`src/rtl/aes_selftest_ctrl_if.sv`:
```
// Cipher / inverse-cipher core bus between the self-test controller and the two AES cores.
// The controller side is master; the core models/cores are slave.
interface aes_selftest_ctrl_if;
  logic         enc_start;
  logic [1:0]   enc_mode;
  logic [127:0] enc_din;
  logic         enc_done;
  logic [127:0] enc_dout;
  logic         dec_start;
  logic [127:0] dec_din;
  logic         dec_done;
  logic [127:0] dec_dout;

  modport master (
    output enc_start, enc_mode, enc_din, dec_start, dec_din,
    input  enc_done, enc_dout, dec_done, dec_dout
  );

  modport slave (
    input  enc_start, enc_mode, enc_din, dec_start, dec_din,
    output enc_done, enc_dout, dec_done, dec_dout
  );
endinterface

```
`src/rtl/aes_selftest_ctrl.sv`:
```
// AES self-test sequencer: encrypt, decrypt, compare, optionally chain ciphertext into the next round-trip.
// One round-trip is 6 cycles start-to-done with single-cycle cores; each core wait is bounded by TIMEOUT_CYC.
module aes_selftest_ctrl #(
  parameter int NUM_ITER    = 1,
  parameter int TIMEOUT_CYC = 64
) (
  input  logic                clk,
  input  logic                rst_n,
  input  logic                start,
  input  logic [1:0]          key_mode,
  input  logic [127:0]        plaintext,
  aes_selftest_ctrl_if.master core,
  output logic                busy,
  output logic                done,
  output logic                pass,
  output logic                fail,
  output logic [1:0]          err_code,
  output logic [7:0]          result_byte,
  output logic [7:0]          iter_cnt
);

  typedef enum logic [2:0] {
    IDLE, ENC_REQ, ENC_WAIT, DEC_REQ, DEC_WAIT, CHECK, FINISH
  } state_t;

  localparam logic [9:0] TO_LAST  = 10'(TIMEOUT_CYC - 1);
  localparam logic [7:0] ITER_END = 8'(NUM_ITER);

  state_t       state, state_d;
  logic [1:0]   mode;
  logic [127:0] cur_blk, ct_reg, pt_reg;
  logic [9:0]   wait_cnt;
  logic [1:0]   err_d;
  logic         timeout, match, last_iter;

  // wait_cnt is 0 in the first wait cycle, so this flags the TIMEOUT_CYC-th wait cycle
  assign timeout   = (wait_cnt == TO_LAST);
  assign match     = (pt_reg == cur_blk);
  assign last_iter = ((iter_cnt + 8'd1) == ITER_END);

  always_comb begin
    state_d = state;
    err_d   = err_code;
    case (state)
      IDLE: begin
        if (start) begin
          if (key_mode == 2'b11) begin
            state_d = FINISH;
            err_d   = 2'b11;
          end else begin
            state_d = ENC_REQ;
            err_d   = 2'b00;
          end
        end
      end
      ENC_REQ:  state_d = ENC_WAIT;
      ENC_WAIT: begin
        if (core.enc_done) begin
          state_d = DEC_REQ;
        end else if (timeout) begin
          state_d = FINISH;
          err_d   = 2'b10;
        end
      end
      DEC_REQ:  state_d = DEC_WAIT;
      DEC_WAIT: begin
        if (core.dec_done) begin
          state_d = CHECK;
        end else if (timeout) begin
          state_d = FINISH;
          err_d   = 2'b10;
        end
      end
      CHECK: begin
        if (!match) begin
          state_d = FINISH;
          err_d   = 2'b01;
        end else if (last_iter) begin
          state_d = FINISH;
        end else begin
          state_d = ENC_REQ;
        end
      end
      FINISH:   state_d = IDLE;
      default:  state_d = IDLE;
    endcase
  end

  always_ff @(posedge clk) begin
    if (!rst_n) begin
      state       <= IDLE;
      mode        <= 2'b00;
      cur_blk     <= '0;
      ct_reg      <= '0;
      pt_reg      <= '0;
      wait_cnt    <= '0;
      err_code    <= 2'b00;
      pass        <= 1'b0;
      fail        <= 1'b0;
      result_byte <= 8'h00;
      iter_cnt    <= 8'h00;
    end else begin
      state    <= state_d;
      err_code <= err_d;

      if (state == IDLE && start) begin
        mode     <= key_mode;
        cur_blk  <= plaintext;
        pass     <= 1'b0;
        fail     <= 1'b0;
        iter_cnt <= 8'h00;
      end

      // verdict is registered on the way into FINISH so it is visible alongside done
      if (state_d == FINISH && state != FINISH) begin
        pass <= (err_d == 2'b00);
        fail <= (err_d != 2'b00);
      end

      if (state == ENC_REQ || state == DEC_REQ)
        wait_cnt <= '0;
      else if (state == ENC_WAIT || state == DEC_WAIT)
        wait_cnt <= wait_cnt + 10'd1;

      if (state == ENC_WAIT && core.enc_done) begin
        ct_reg      <= core.enc_dout;
        result_byte <= core.enc_dout[7:0];
      end

      if (state == DEC_WAIT && core.dec_done)
        pt_reg <= core.dec_dout;

      if (state == CHECK && match) begin
        iter_cnt <= iter_cnt + 8'd1;
        if (!last_iter)
          cur_blk <= ct_reg;
      end
    end
  end

  assign busy           = (state != IDLE);
  assign done           = (state == FINISH);
  assign core.enc_start = (state == ENC_REQ);
  assign core.dec_start = (state == DEC_REQ);
  assign core.enc_mode  = mode;
  assign core.enc_din   = cur_blk;
  assign core.dec_din   = ct_reg;

endmodule

```
`src/flat_wrapper.sv`:
```
// flat-port wrapper written by rule: the top's interface ports become plain ports
module aes_selftest_ctrl_flat 
#(
  parameter int NUM_ITER    = 1,
  parameter int TIMEOUT_CYC = 64
)
  (clk, rst_n, start, key_mode, plaintext, busy, done, pass, fail, err_code, result_byte, iter_cnt, core_enc_start, core_enc_mode, core_enc_din, core_dec_start, core_dec_din, core_enc_done, core_enc_dout, core_dec_done, core_dec_dout);
  aes_selftest_ctrl_if core_i ();
  input  logic clk;
  input  logic rst_n;
  input  logic start;
  input  logic [1:0] key_mode;
  input  logic [127:0] plaintext;
  output logic busy;
  output logic done;
  output logic pass;
  output logic fail;
  output logic [1:0] err_code;
  output logic [7:0] result_byte;
  output logic [7:0] iter_cnt;
  output wire logic [$bits(core_i.enc_start)-1:0] core_enc_start;
  output wire logic [$bits(core_i.enc_mode)-1:0] core_enc_mode;
  output wire logic [$bits(core_i.enc_din)-1:0] core_enc_din;
  output wire logic [$bits(core_i.dec_start)-1:0] core_dec_start;
  output wire logic [$bits(core_i.dec_din)-1:0] core_dec_din;
  input wire logic [$bits(core_i.enc_done)-1:0] core_enc_done;
  input wire logic [$bits(core_i.enc_dout)-1:0] core_enc_dout;
  input wire logic [$bits(core_i.dec_done)-1:0] core_dec_done;
  input wire logic [$bits(core_i.dec_dout)-1:0] core_dec_dout;
  assign core_enc_start = core_i.enc_start;
  assign core_enc_mode = core_i.enc_mode;
  assign core_enc_din = core_i.enc_din;
  assign core_dec_start = core_i.dec_start;
  assign core_dec_din = core_i.dec_din;
  assign core_i.enc_done = core_enc_done;
  assign core_i.enc_dout = core_enc_dout;
  assign core_i.dec_done = core_dec_done;
  assign core_i.dec_dout = core_dec_dout;
  aes_selftest_ctrl #(.NUM_ITER(NUM_ITER), .TIMEOUT_CYC(TIMEOUT_CYC)) u_core (.clk(clk), .rst_n(rst_n), .start(start), .key_mode(key_mode), .plaintext(plaintext), .core(core_i), .busy(busy), .done(done), .pass(pass), .fail(fail), .err_code(err_code), .result_byte(result_byte), .iter_cnt(iter_cnt));
endmodule
```
`config.mk`:
```
export PLATFORM = sky130hd
export DESIGN_NAME = aes_selftest_ctrl_flat
export DESIGN_NICKNAME = d
export VERILOG_FILES = /design/src/rtl/aes_selftest_ctrl_if.sv /design/src/rtl/aes_selftest_ctrl.sv /design/src/flat_wrapper.sv
export SDC_FILE = /design/constraint.sdc
export NUM_CORES = 1
export LEC_CHECK = 0
export BUFFER_PORTS_ARGS = -buffer_cell sky130_fd_sc_hd__buf_2
export CORE_AREA = 2 2 264 266
export DETAILED_ROUTE_END_ITERATION = 7
export DIE_AREA = 0 0 266 268
export PLACE_DENSITY = 0.46
export SETUP_SLACK_MARGIN = 0.15
export SLEW_MARGIN = 20
export SYNTH_ARGS = -nofsm -noshare
export SYNTH_HDL_FRONTEND = slang
export SYNTH_SLANG_ARGS = --single-unit
```
`constraint.sdc`:
```
create_clock -name clk -period 2.7 [get_ports clk]
set_clock_uncertainty 0.15 [all_clocks]
set_input_delay 0.54 -clock clk [delete_from_list [all_inputs] [get_ports clk]]
set_output_delay 0.54 -clock clk [all_outputs]
set_load 0.02 [all_outputs]
```
# After elaboration in Yosys (flattened, before gate mapping)
# Index checks and enable logic that the tools add are counted.
[totals] register_bits=419 input_bits=391 out_inout_bits=282 elab_cells=63
[op_classes] add_sub_neg=2 eq_ne=12 muxes=23 n_bitwise=1 reduce_logical=14
[op_table] cell="two-way mux 128 bit" count=3
[op_table] cell="== test 128 bit" count=1
[op_table] cell="two-way mux 3 bit" count=7
[op_table] cell="one-hot mux 3 bit (6 select lines)" count=1
[op_table] cell="two-way mux 8 bit" count=2
[op_table] cell="== test 3 bit, second input constant" count=4
[op_table] cell="two-way mux 2 bit" count=6
[op_table] cell="adder 10 x 1 -> 10 bit, second input constant" count=1
[op_table] cell="== test 10 x 6 -> 1 bit, second input constant" count=1
[op_table] cell="adder 8 x 1 -> 8 bit, second input constant" count=1
[op_table] cell="== test 8 x 1 -> 1 bit, second input constant" count=1
[op_table] cell="one-hot mux 2 bit (4 select lines)" count=1
[op_table] cell="== test 3 x 2 -> 1 bit, second input constant" count=2
[op_table] cell="nonzero test 2 bit" count=3
[op_table] cell="logical AND 1 bit" count=5
[op_table] cell="== test 3 x 1 -> 1 bit, second input constant" count=1
[op_table] cell="zero test 3 bit" count=1
[op_table] cell="two-way mux 1 bit" count=3
[op_table] cell="!= test 3 bit, second input constant" count=1
[op_table] cell="nonzero test 3 bit" count=1
[op_table] cell="== test 2 bit, second input constant" count=1
[op_table] cell="zero test 2 bit" count=1
[op_table] cell="logical OR 1 bit" count=2
[op_table] cell="OR reduction 2 bit" count=1
[op_table] cell="NOT 1 bit" count=1

# Longest topological paths before layout
# Gate-level depths: netlist (run 1).
[depth] ltp_word=8 depth_mapped=10 ltp_nobuf=8

# Worst setup path after synthesis (run 1)
# OpenSTA, ideal clock, no wires.
[synth_path] path_type="reg-to-reg" start="register u_core.iter_cnt[2]" end="register u_core.cur_blk[16], in the netlist u_core.core.enc_din[16]" setup_time_ns=0.089 arrival_time_ns=2.110 required_time_ns=2.461 path_slack_ns=0.352 path_stages_with_launch=11 cell_sequence="dfxtp_1 > buf_2 > and3_1 > and2_1 > and4_1 > o2111ai_1 > nand4b_2 > buf_2 > buf_2 > nor2_1 > a311oi_2"
[synth_between] elab_chain_cells=4
[synth_lines] element="start, declared" line="aes_selftest_ctrl.sv:19" source="output logic [7:0] iter_cnt"
[synth_lines] element="start signal, assigned" line="aes_selftest_ctrl.sv:134" source="iter_cnt <= iter_cnt + 8'd1;"
[synth_lines] element="adder 8 x 1 -> 8 bit" line="aes_selftest_ctrl.sv:39" source="assign last_iter = ((iter_cnt + 8'd1) == ITER_END);"
[synth_lines] element="== test 8 x 1 -> 1 bit" line="aes_selftest_ctrl.sv:39"
[synth_lines] element="two-way mux 128 bit" line="aes_selftest_ctrl.sv:135" source="if (!last_iter)"
[synth_lines] element="two-way mux 128 bit" line="aes_selftest_ctrl.sv:133" source="if (state == CHECK && match) begin"
[synth_lines] element="end signal, assigned" line="aes_selftest_ctrl.sv:108" source="cur_blk <= plaintext;"
[synth_lines] element="end signal, assigned" line="aes_selftest_ctrl.sv:136" source="cur_blk <= ct_reg;"
[synth_lines] element="end, declared" line="aes_selftest_ctrl.sv:31" source="logic [127:0] cur_blk, ct_reg, pt_reg;"
# Every way passes these cells.
# A chain may end at the register's enable or synchronous reset.

# Final worst setup path (run 1)
[layout_path] start="register u_core.cur_blk[116], in the netlist u_core.core.enc_din[116]" end="register u_core.iter_cnt[1]"
[layout_between] elab_chain_cells=3
[layout_lines] element="== test 128 bit *" line="aes_selftest_ctrl.sv:38" source="assign match = (pt_reg == cur_blk);"
[layout_lines] element="logical AND 1 bit *" line="aes_selftest_ctrl.sv:133"
[layout_lines] element="two-way mux 8 bit or nonzero test 2 bit (tied branches)"
# Every way passes the cells marked *; elsewhere a longest branch is shown, timed or not.

==> flow_summary.ini, run 1 <==
[sta]
hold_violations = 0
drv_slew = 0
setup_violations = 126
setup_slack_ps = -130
clock.fmax_mhz = 353
slew_headroom_pct = 48.5
rsz0062_at_grt = true
tightest_slew_ps = 767
period_share_pct = 105
min_period_ps = 2830

[synthesis]
synth_edf_count = 0
synthFlopType = dfxtp_1
synth_area_per_cell_um2 = 8.08
async_reset_ff_share_pct = 0
netlist_area_um2 = 17700
synthCells = 2194
yosysWarnings = 0
ys_seq_area_share_pct = 46.4
syn-num-nets = 2588
synth-seq-cells = 411
ys_types = 54

[critical_path]
cp_common_cell = buf_4
criticalPathCategory = flip-flop to flip-flop
worst-endpoint-required_ps = 3070
crit_buf_inv = 5
startpoint_type = flip-flop
crit_chain = xor2_1 -> nor4_2 -> buf_4 -> nand4_1 -> nor4_4 -> buf_4 -> buf_4 -> and3b_2 -> buf_6 -> buf_4 -> or3_1 -> a21oi_1
worst-path-max-fanout = 4
cp_slowest_stage_delay_ps = 530
crit_family = simple AND/OR/NAND/NOR gates
worstPathArrival_ps = 3200
slowest_stage = xor2_1
cp-end-kind = flip-flop

[place]
pre_cts_slack_ps = -777
port_buffers = 672
gp_congestion = 0.851
dp_hpwl_mm = 64.8
place_area_um2 = 22700

[clocking]
cts-htree-levels = 2
cts_tree = built
clock-root-buffer = clkbuf_16
cts_sinks = 411
ctsLongestPathBuffers = 3
path_clk_slew_ps = 60
cts_buffers = 51
clock_latency_ps = 590

[power]
ir_worst_vdd_mv = 0.657
leakagePower_nw = 11.7
powerDensity_nw_per_um2 = 863

[global_route]
grt_first_pass_wirelength_mm = 121
antenna_found_initial = 22
grt_max_degree = 78
first_global_vias = 18508
grt_usage_pct = 22.5
globalRoute.totalOverflow = 0

[final_layout]
fin_util_pct = 38.4
areaGrowthSynthToFinish_pct = 47.5
fin_area_um2 = 26200
fillers = 7205
nets = 3341
drive_above_1_share_pct = 39.3

[floorplanning]
dieWidth_um = 266
dieArea_um2 = 71300
coreArea_um2 = 68200
rows = 96
num_io_pins = 673
initial_utilization_pct = 26.0
die_h_um = 268

[min_path]
min_path_type = primary input to flip-flop

[route]
vias = 18406
firstDrtPassIters = 5
wl_mm = 83.8
vias_per_cell = 4.74
antenna_left = 0
drc = 0
routedWlPerCell_um = 21.6
first_iter_violations = 1124

[job]
cap_violations = 0

[status]
status = complete, but fails checks
failed_checks = negative setup slack
==> placed cells by master, fill, tap and decap left out, drive strengths merged, types with 3 or more instances in the layout <==
cell type,synthesis,layout
and2,3,3
ha,3,3
nand2,789,789
a311oi,128,128
dlygate4sd3,0,59
buf,41,812
xnor2,3,3
nor3,3,3
clkbuf,131,79
nor4,36,36
mux2i,4,4
or2,3,3
nand3,8,8
nand2b,5,5
nor2,153,153
inv,6,8
clkinv,0,8
xor2,136,136
dfxtp,411,411
diode,0,10
o21a,3,3
a21oi,276,276
bufinv,0,4
nand4,15,15
o21ai,4,4
a21o,3,3
==> layout make-up <==
class	count	area, µm²	share of cell area [%]
clock buffer	78	1520	5.81
clock inverter	16	208	0.794
inverter	6	30.0	0.115
multi-input combinational	1605	9530	36.4
timing repair buffer	872	5490	21.0
sequential	411	8260	31.6
tap	882	1100	4.22
antenna	10	25.0	0.0956
==> what timing repair did <==
| item | 4_1_cts | 5_1_grt |
|---|---|---|
| cloned | 2 | 2 |
| hold buffers | 59 | 0 |
| gates resized for setup | 148 | 77 |
| endpoints found under the hold margin | 59 | 0 |
| endpoints found under the setup margin | 144 | 146 |
| pin swaps | 17 | 9 |
| setup buffers | 4 | 2 |
==> power by group <==
part           switching (mW)  internal, mW  total, mW
clock                    2.81          4.26       7.07
combinational            4.70          2.85       7.55
sequential               1.02          6.94       7.96
total                    8.54          14.0       22.6
==> per-layer routing <==
| layer | track usage [%] | routed length (µm) | vias up |
|---|---|---|---|
| met4 | 5.06 | 1500 | 20 |
| met2 | 40.2 | 42300 | 505 |
| li1 | - | - | 8868 |
| met3 | 4.42 | 4500 | 118 |
| met1 | 27.8 | 35400 | 8895 |
| met5 | 0 | 115 | - |
==> Yosys cell counts, drive strengths merged (2+ instances only) <==
master	n	area share, %
nor4	36	1.4
nand3	8	0.23
and2	3	0.11
mux2i	4	0.23
nor3b	2	0.085
buf	41	1.7
or4	2	0.085
nor2	153	3.2
xor2	136	6.7
a21o	3	0.13
a21oi	276	7.8
a31oi	2	0.071
and3	2	0.071
a31o	2	0.099
and3b	2	0.099
nand2	789	17
nand4b	2	0.13
o21a	3	0.13
inv	6	0.13
or2	3	0.11
dfxtp	411	46
clkbuf	131	2.8
nand4	15	0.53
nand3b	2	0.085
xnor2	3	0.15
ha	3	0.21
nand2b	5	0.18
a311oi	128	9.5
nor3	3	0.085
o21ai	4	0.11
==> worst register-to-register path: stages (launching register included) <==
cell     delay (ps)
dfxtp_1         370
xor2_1          530
nor4_2          140
buf_4           160
nand4_1         100
nor4_4           70
buf_4           150
buf_4           150
and3b_2         240
buf_6           130
buf_4           130
or3_1           340
a21oi_1         140
==> through the flow <==
step / hold slack (ps) / total power, mW / instances / TNS, ps
after global placement: 300 / 15.2 / 3707 / -76370
after global routing: 9.72 / 23.7 / 3879 / -23020
after CTS: 0.301 / 22.8 / 3866 / -6580
after floorplan: 298 / 11.6 / 2194 / 0
final: 38.8 / 22.6 / 3880 / -6930
after detailed placement: 303 / 15.3 / 3707 / -79310
==> final timing paths <==
| path | start | depth (start not counted) | end | slack, ps |
|---|---|---|---|---|
| setup / recovery | u_core.core.enc_din[116]$_SDFF_PN0_ | 12 | u_core.iter_cnt[1]$_SDFFE_PN0P_ | -130 |
| setup reg to reg | u_core.core.enc_din[116]$_SDFF_PN0_ | 12 | u_core.iter_cnt[1]$_SDFFE_PN0P_ | -130 |
| hold reg to reg | u_core.core.enc_mode[0]$_SDFFE_PN0P_ | 2 | u_core.core.enc_mode[0]$_SDFFE_PN0P_ | 310 |
| hold / removal | core_enc_dout[92] | 3 | u_core.core.dec_din[92]$_SDFFE_PN0P_ | 40 |
==> cell families after synthesis <==
family | after synthesis | share of synthesized area [%]
AOI/OAI and AO/OA | 426 | 18.2
xor gates and xnor gates | 139 | 6.86
adders and majority gates | 3 | 0.212
buffers and inverters | 178 | 4.64
DFF | 411 | 46.4
muxes | 5 | 0.289
and+or+nand+nor | 1032 | 23.4
No activity file was read; power rests on OpenSTA's default activity.
==> run 2, diff against run 1 <==
Settings changed: MAX_ROUTING_LAYER from default to met4.
==> flow_summary.ini, run 2 (synthesized netlist as in run 1, its figures left out) <==
[status]
status = complete, but fails checks
failed_checks = negative setup slack

[floorplanning]
die_h_um = 268
coreArea_um2 = 68200
dieWidth_um = 266
initial_utilization_pct = 26.0
num_io_pins = 673
dieArea_um2 = 71300
rows = 96

[clocking]
cts_sinks = 411
ctsLongestPathBuffers = 3
clock-root-buffer = clkbuf_16
clock_latency_ps = 600
cts_tree = built
cts-htree-levels = 2
cts_buffers = 51
path_clk_slew_ps = 60

[global_route]
first_global_vias = 18507
grt_max_degree = 78
globalRoute.totalOverflow = 0
grt_usage_pct = 23.2
antenna_found_initial = 21
grt_first_pass_wirelength_mm = 121

[min_path]
min_path_type = primary input to flip-flop
hp-start = core_dec_dout[26]
min_path_cells = 3
hold_path_end = u_core.pt_reg[26]$_SDFFE_PN0P_

[route]
wl_mm = 83.8
first_iter_violations = 924
vias = 18366
drc = 0
antenna_left = 0
routedWlPerCell_um = 21.5
vias_per_cell = 4.72
firstDrtPassIters = 5

[sta]
drv_slew = 0
fin_setup_tns_ps = -7270
min_period_ps = 2840
hold_violations = 0
clock.fmax_mhz = 351
tightest_slew_ps = 765
setup_violations = 129
setup_slack_ps = -145
period_share_pct = 105
rsz0062_at_grt = true
slew_headroom_pct = 48.6

[critical_path]
reg2reg_slack_ps = -140
r2r-start = u_core.pt_reg[88]$_SDFFE_PN0P_
worst-path-max-fanout = 35
criticalPathCategory = flip-flop to flip-flop
startpoint_type = flip-flop
rr_endpoint = u_core.core.enc_din[105]$_SDFF_PN0_
worst-endpoint-required_ps = 3040
reg2regPathDepth = 10
worstPathArrival_ps = 3190
cp-end-kind = flip-flop

[power]
leakagePower_nw = 11.7
powerDensity_nw_per_um2 = 861
ir_worst_vdd_mv = 0.663

[final_layout]
drive_above_1_share_pct = 39.4
fin_area_um2 = 26200
nets = 3341
final_cell_mix = nand2_1 (787), buf_2 (672), dfxtp_1 (388), a21oi_1 (274), xor2_1 (113)
areaGrowthSynthToFinish_pct = 47.9
final_common_cell = nand2_1

[place]
place_area_um2 = 22700
port_buffers = 672
gp_congestion = 0.864
dp_hpwl_mm = 64.8

[job]
cap_violations = 0
[run 2: cell count changes in the layout (fill, tap and decap cells not counted), sizes merged]
cell	before	now
diode	10	20
[run 2: critical path: stages, from the launching register on]
cell      delay [ps]
dfxtp_2          340
xor2_1           190
nor4_4           410
buf_4            180
nand4_1          140
nor4_4           280
buf_4            180
nand4b_4         170
buf_12           220
buf_12           200
a311oi_1         240
[run 2: how the worst max path moves through the flow]
stage                                       startpoint                                   to  cells after the start
floorplan              u_core.iter_cnt[2]$_SDFFE_PN0P_   u_core.core.enc_din[16]$_SDFF_PN0_                     10
global placement    u_core.core.enc_din[67]$_SDFF_PN0_  u_core.core.enc_din[114]$_SDFF_PN0_                      9
CTS                     u_core.pt_reg[63]$_SDFFE_PN0P_   u_core.core.enc_din[10]$_SDFF_PN0_                     11
finish                  u_core.pt_reg[88]$_SDFFE_PN0P_  u_core.core.enc_din[105]$_SDFF_PN0_                     10
global route        u_core.core.enc_din[23]$_SDFF_PN0_    u_core.core.enc_din[7]$_SDFF_PN0_                     11
detailed placement  u_core.core.enc_din[67]$_SDFF_PN0_  u_core.core.enc_din[114]$_SDFF_PN0_                      9
[run 2: area by class of cell]
type	instances	area [µm²]
antenna	20	50.0
clock buffer	78	1520
clock inverter	16	208
fill	7200	42000
inverter	6	30.0
multi-input combinational	1605	9550
sequential	411	8260
tap	882	1100
timing repair buffer	872	5510
[run 2: repair_timing]
| action | CTS | global route |
|---|---|---|
| hold endpoints to repair | 59 | 0 |
| endpoints found under the setup margin | 144 | 146 |
| cloned | 2 | 2 |
| hold buffers | 59 | 0 |
| pin swaps | 17 | 9 |
| buffers inserted | 4 | 2 |
| resized for setup | 148 | 87 |
[run 2: report_power, final]
| part | switching [mW] | leakage [nW] | internal, mW |
|---|---|---|---|
| combinational | 4.71 | 7.49 | 2.85 |
| clock | 2.81 | 0.844 | 4.25 |
| sequential | 1.02 | 3.35 | 6.94 |
[run 2: stage by stage]
stage                     setup WS (ps)  power, mW  util [%]  instances  hold WS [ps]
after floorplan                     352       11.6         -       2194           298
after global placement             -853       15.2      33.3       3707           300
after detailed placement           -777       15.3      33.3       3707           303
after CTS                          -152       22.8      37.8       3866         0.301
after global routing               -256       23.7      38.4       3888          9.73
final                              -145       22.6      38.4       3890          35.1
[run 2: layer usage]
metal  up-vias  routed length (µm)  GRT usage [%]
met2       534               42400           40.3
li1       8876                   -              -
met1      8871               35800           27.9
met4         0                1270           4.81
met5         -                   0              -
met3        85                4320           4.28
